--- src/rtl/snn_pkg.sv ---
// ============================================================================
// snn_pkg : shared types and defaults for the spike-time front end.
// Revision: 1.0
// ============================================================================
`default_nettype none

package snn_pkg;

  localparam int NUM_SPIKES_DEF  = 64;
  localparam int TIME_PERIOD_DEF = 16;
  localparam int TW_DEF          = $clog2(TIME_PERIOD_DEF) + 1;

  typedef logic [TW_DEF-1:0] time_t;

  typedef enum logic [0:0] {
    IDLE = 1'b0,
    RUN  = 1'b1
  } enc_state_e;

  // One past the last step: a time that can never match the step counter.
  function automatic int sentinel_time(input int time_period);
    return time_period;
  endfunction

endpackage

`default_nettype wire

--- src/rtl/spike_time_quantizer.sv ---
// ============================================================================
// spike_time_quantizer : pixel intensity to time-to-first-spike (bright = early).
// Revision: 1.0
// ============================================================================
`default_nettype none

module spike_time_quantizer
  import snn_pkg::*;
#(
  parameter int PIXEL_BITS  = 8,
  parameter int TIME_PERIOD = TIME_PERIOD_DEF,
  parameter int THRESH      = 32,
  localparam int TW         = $clog2(TIME_PERIOD) + 1
) (
  input  logic [PIXEL_BITS-1:0] pix_data,
  output logic [TW-1:0]         spike_time
);

  localparam int LB    = $clog2(TIME_PERIOD);
  localparam int SHIFT = PIXEL_BITS - LB;

  localparam logic [PIXEL_BITS:0] c_thresh   = (PIXEL_BITS + 1)'(THRESH);
  localparam logic [TW-1:0]       c_sentinel = TW'(sentinel_time(TIME_PERIOD));

  logic [LB-1:0] w_q;

  assign w_q = LB'(pix_data >> SHIFT);

  // (TIME_PERIOD-1) - q is the bitwise complement of q because TIME_PERIOD is a power of two.
  assign spike_time = ({1'b0, pix_data} < c_thresh) ? c_sentinel : {1'b0, ~w_q};

endmodule

`default_nettype wire

--- src/rtl/spike_frame_encoder.sv ---
// ============================================================================
// spike_frame_encoder : double-buffered pixel-to-spike-time frame player.
// Revision: 1.0
// ============================================================================
`default_nettype none

module spike_frame_encoder
  import snn_pkg::*;
#(
  parameter int NUM_SPIKES  = NUM_SPIKES_DEF,
  parameter int TIME_PERIOD = TIME_PERIOD_DEF,
  parameter int PIXEL_BITS  = 8,
  parameter int THRESH      = 32,
  localparam int TW         = $clog2(TIME_PERIOD) + 1
) (
  input  logic                     clk,
  input  logic                     rst,
  input  logic                     pix_valid,
  output logic                     pix_ready,
  input  logic [PIXEL_BITS-1:0]    pix_data,
  input  logic                     stall,
  output logic [NUM_SPIKES*TW-1:0] spike_times,
  output logic [TW-1:0]            time_val,
  output logic [NUM_SPIKES-1:0]    spikes_in,
  output logic                     running,
  output logic                     frame_start,
  output logic                     frame_done,
  output logic [15:0]              frames_done
);

  localparam int IW = (NUM_SPIKES > 1) ? $clog2(NUM_SPIKES) : 1;

  localparam logic [TW-1:0] c_last     = TW'(TIME_PERIOD - 1);
  localparam logic [TW-1:0] c_sentinel = TW'(sentinel_time(TIME_PERIOD));
  localparam logic [IW-1:0] c_idx_last = IW'(NUM_SPIKES - 1);

  logic [TW-1:0] r_load_bank   [NUM_SPIKES];
  logic [TW-1:0] r_active_bank [NUM_SPIKES];
  logic [IW-1:0] r_idx;
  logic          r_load_full;
  logic          r_pix_ready;
  enc_state_e    r_state;
  enc_state_e    w_state_next;
  logic [TW-1:0] r_time;
  logic [TW-1:0] w_time_next;
  logic          r_frame_start;
  logic [15:0]   r_frames_done;

  logic [TW-1:0] w_pix_time;
  logic          w_hs;
  logic          w_last_step;
  logic          w_swap;

  spike_time_quantizer #(
    .PIXEL_BITS  (PIXEL_BITS),
    .TIME_PERIOD (TIME_PERIOD),
    .THRESH      (THRESH)
  ) u_quant (
    .pix_data   (pix_data),
    .spike_time (w_pix_time)
  );

  assign w_hs        = pix_valid & r_pix_ready;
  assign w_last_step = (r_state == RUN) & ~stall & (r_time == c_last);
  // Swap either starts an idle player or chains straight into the next frame.
  assign w_swap      = r_load_full & ((r_state == IDLE) | w_last_step);

  assign pix_ready   = r_pix_ready;
  assign running     = (r_state == RUN);
  assign time_val    = r_time;
  assign frame_start = r_frame_start;
  assign frame_done  = w_last_step;
  assign frames_done = r_frames_done;

  always_comb begin
    w_state_next = r_state;
    w_time_next  = r_time;
    if (w_swap) begin
      w_state_next = RUN;
      w_time_next  = '0;
    end else if ((r_state == RUN) && !stall) begin
      if (r_time == c_last) begin
        w_state_next = IDLE;
        w_time_next  = '0;
      end else begin
        w_time_next = r_time + TW'(1);
      end
    end
  end

  always_ff @(posedge clk or posedge rst) begin
    if (rst) begin
      r_state       <= IDLE;
      r_time        <= '0;
      r_frame_start <= 1'b0;
      r_frames_done <= '0;
    end else begin
      r_state       <= w_state_next;
      r_time        <= w_time_next;
      r_frame_start <= w_swap;
      if (w_last_step) begin
        r_frames_done <= r_frames_done + 16'd1;
      end
    end
  end

  // A full bank blocks handshakes, so loading and swapping never coincide.
  always_ff @(posedge clk or posedge rst) begin
    if (rst) begin
      for (int i = 0; i < NUM_SPIKES; i++) begin
        r_load_bank[i] <= c_sentinel;
      end
      r_idx       <= '0;
      r_load_full <= 1'b0;
      r_pix_ready <= 1'b1;
    end else begin
      if (w_hs) begin
        r_load_bank[r_idx] <= w_pix_time;
        if (r_idx == c_idx_last) begin
          r_idx       <= '0;
          r_load_full <= 1'b1;
          r_pix_ready <= 1'b0;
        end else begin
          r_idx <= r_idx + IW'(1);
        end
      end
      if (w_swap) begin
        r_load_full <= 1'b0;
        r_pix_ready <= 1'b1;
      end
    end
  end

  always_ff @(posedge clk or posedge rst) begin
    if (rst) begin
      for (int i = 0; i < NUM_SPIKES; i++) begin
        r_active_bank[i] <= c_sentinel;
      end
    end else if (w_swap) begin
      r_active_bank <= r_load_bank;
    end
  end

  generate
    for (genvar gi = 0; gi < NUM_SPIKES; gi++) begin : g_spike
      assign spike_times[gi*TW +: TW] = r_active_bank[gi];
      assign spikes_in[gi] = running & ~stall & (r_active_bank[gi] == r_time);
    end
  endgenerate

endmodule

`default_nettype wire

--- config.mk ---
export PLATFORM = sky130hd
export DESIGN_NAME = spike_frame_encoder
export DESIGN_NICKNAME = d
export VERILOG_FILES = /design/src/rtl/snn_pkg.sv /design/src/rtl/spike_time_quantizer.sv /design/src/rtl/spike_frame_encoder.sv
export SDC_FILE = /design/constraint.sdc
export NUM_CORES = 2
export LEC_CHECK = 0
export BUFFER_PORTS_ARGS = -buffer_cell sky130_fd_sc_hd__buf_2
export CAP_MARGIN = 10
export CELL_PAD_IN_SITES_DETAIL_PLACEMENT = 1
export CELL_PAD_IN_SITES_GLOBAL_PLACEMENT = 2
export CORE_ASPECT_RATIO = 0.6
export CORE_MARGIN = 2
export CORE_UTILIZATION = 40
export DETAILED_ROUTE_END_ITERATION = 10
export PLACE_DENSITY_LB_ADDON = 0.1
export SYNTH_ARGS = -nofsm -noshare
export SYNTH_HDL_FRONTEND = slang
export SYNTH_HIERARCHICAL = 1
export SYNTH_SLANG_ARGS = --single-unit
--- constraint.sdc ---
create_clock -name clk -period 26.3 [get_ports clk]
set_input_delay 1.315 -clock clk [delete_from_list [all_inputs] [get_ports clk]]
set_output_delay 1.315 -clock clk [all_outputs]
set_load 0.1 [all_outputs]
==> impl_metrics.ini <==
[logic_synthesis]
ys_ff_latch = 671
synthCells = 2087
syn_nets = 2102
synth_area_sq_um = 29600
postSynthAreaPerCell_sq_um = 14.2
synth_cell_type_count = 51
ys_seq_area_frac = 0.572
yosys_warnings = 6

[clocking]
postCtsSetupBuffers = 0
cts_buffer_depth = 3
tritoncts = done
cts_root_buf = clkbuf_16
cts_buffers = 67
post_cts_resized = 0
insertion_delay_ns = 0.60
clk_pin_slew_ns = 0.06
cts_sinks = 671
htreeDepth = 3
cts_hold_buf = 0

[final_layout]
final_common_cell = dfrtp_1
final_area_sq_um = 34700
syn_to_final_growth_pct = 17.3
fin_nets = 2485
drive_gt1_frac = 0.449
final_cell_mix = dfrtp_1, mux2_2, buf_2

[sta]
worst_pin_slew_ns = 1.17
setup_viol_count_final = 0
rsz0062_at_grt = false
drv_slew = 0
fin_crit_ns = 4.87
period_share = 0.185
setup_tns_ns = 0
skew_ns = 0.0219
slew_headroom = 0.220
hold_violations = 0
max_freq_ghz = 0.205

[grt]
grt_pass1_wl_microns = 132000
grt_pass1_vias = 19800
grt_overflow = 0
grt_use_total = 0.229
antenna_found_initial = 0
grt_max_degree = 157

[routing]
vias = 18000
routed_via_density = 5.14
wl_per_cell_microns = 24.7
routed_wl_microns = 86600
drtAntennaViolNets = 0
drc = 0
drt-initial-drc-count = 807
dr.pass1.iters = 4

[placed_design]
hpwl_microns = 54000
place_congestion = 0.746
numPortBuffers = 416
place_area_sq_um = 32400

[critical_path]
crit_type = register to output pin
critPathCaptureType = output pin
critPathRequiredTime_ns = 24.99
start_kind = register
cp.arrival_ns = 3.55
crit_fanout = 39

[die]
initial_core_util = 0.403
core-area_sq_um = 73400
dieArea_sq_um = 76300
rows = 77
die_h_microns = 215
die_w_microns = 355
io_pins = 421

[pwr]
powerDensity_nw_per_um2 = 59.8
peakVddDrop_uv = 39.1
power_leakage_nw = 17.5

[run_status]
status = finished clean

[worst_hold_path]
hold_path.class = register to register

[run]
maxCapViolations = 0
-- layout make-up --
class / instances / area (sq um)
timing repair buffer: 437 / 2250
clock inverter: 28 / 328
fill: 7468 / 38700
antenna: 2 / 5.00
inverter: 11 / 61.3
multi-input combinational: 1282 / 11900
tap: 987 / 1230
sequential: 671 / 17000
clock buffer: 93 / 1960
-- flip-flops by register name, summed over array words and instances (netlist names) --
name and flops:
r_load_bank 320, spike_times 320, frames_done 16, r_idx 6
time_val 5, frame_start 1, pix_ready 1, r_load_full 1
running 1
-- synth_stat cells (all sizes together) --
master / number / area share
mux2: 638 / 0.24
dfrtp: 542 / 0.46
xnor2: 256 / 0.076
dfstp: 129 / 0.11
buf: 79 / 0.019
xor2: 73 / 0.022
nand4: 67 / 0.014
nor2: 65 / 0.0089
nor3: 64 / 0.011
clkbuf: 44 / 0.0056
nand2: 41 / 0.0055
nand3: 11 / 0.0023
inv: 10 / 0.0015
nor4: 7 / 0.0020
o21ai: 7 / 0.0016
o221ai: 7 / 0.0021
a21o: 4 / 0.0010
a21oi: 4 / 0.00068
and3: 4 / 0.00089
nor2b: 4 / 0.00084
a221o: 3 / 0.0010
and2: 3 / 0.00063
and3b: 3 / 0.00089
ha: 3 / 0.0013
nand2b: 3 / 0.00063
nand4b: 3 / 0.0019
nor3b: 3 / 0.0011
mux2i: 2 / 0.00068
nand3b: 2 / 0.00051
or3b: 2 / 0.00059
a22o: 1 / 0.00030
clkinv: 1 / 0.00013
or2: 1 / 0.00021
or3: 1 / 0.00021
-- worst paths after layout --
kind                            slack, ns          endpoint            start  depth (start not counted)
worst max-delay path                21.43     spikes_in[47]      time_val[3]                          5
worst min-delay path                 0.48   frames_done[15]  frames_done[15]                          1
min in group asynchronous            0.83   spike_times[35]              rst                          2
worst max register to register      21.49  spike_times[280]      time_val[1]                          7
max in group asynchronous           22.93       time_val[2]              rst                          4
worst min register to register       0.48   frames_done[15]  frames_done[15]                          1
-- metrics by stage --
step	cells	power, mW	hold WS (ns)	utilization	setup WS, ns
floorplan	2087	1.07	0.454	-	6.39
global placement	3388	1.09	0.460	0.442	21.50
detailed placement	3388	1.09	0.466	0.442	21.48
CTS	3509	2.11	0.479	0.473	21.33
global route	3509	2.15	0.490	0.473	21.21
finish	3511	2.08	0.478	0.473	21.43
-- cells by family after synthesis --
family,Yosys count,synth area share
adder cells (fa/ha/maj),3,0.00127
multiplexers,640,0.243
XOR/XNOR,329,0.0973
buffers and inverters,134,0.0265
AO/OA/AOI/OAI,26,0.00663
flip-flops,671,0.572
AND/OR/NAND/NOR,284,0.0526
-- power by group --
| group | internal [mW] | leakage (nW) | switching (mW) |
|---|---|---|---|
| combinational | 0.00303 | 7.50 | 0.0360 |
| clock | 0.591 | 1.14 | 0.414 |
| sequential | 1.03 | 8.87 | 0 |
-- critical path: stages (launching register included) --
cell and delay, ns:
dfrtp_4 1.03, buf_4 0.75, xnor2_1 0.19, o221ai_1 0.14
nor4_1 0.31, buf_2 0.51
-- per-layer routing --
layer	wire, microns	global-route usage	vias up
li1	-	-	8011
met1	42000	0.335	9652
met2	40000	0.361	292
met3	3320	0.0373	85
met4	1320	0.0442	0
met5	0	0	-
No activity file was read; power rests on OpenSTA's default activity.
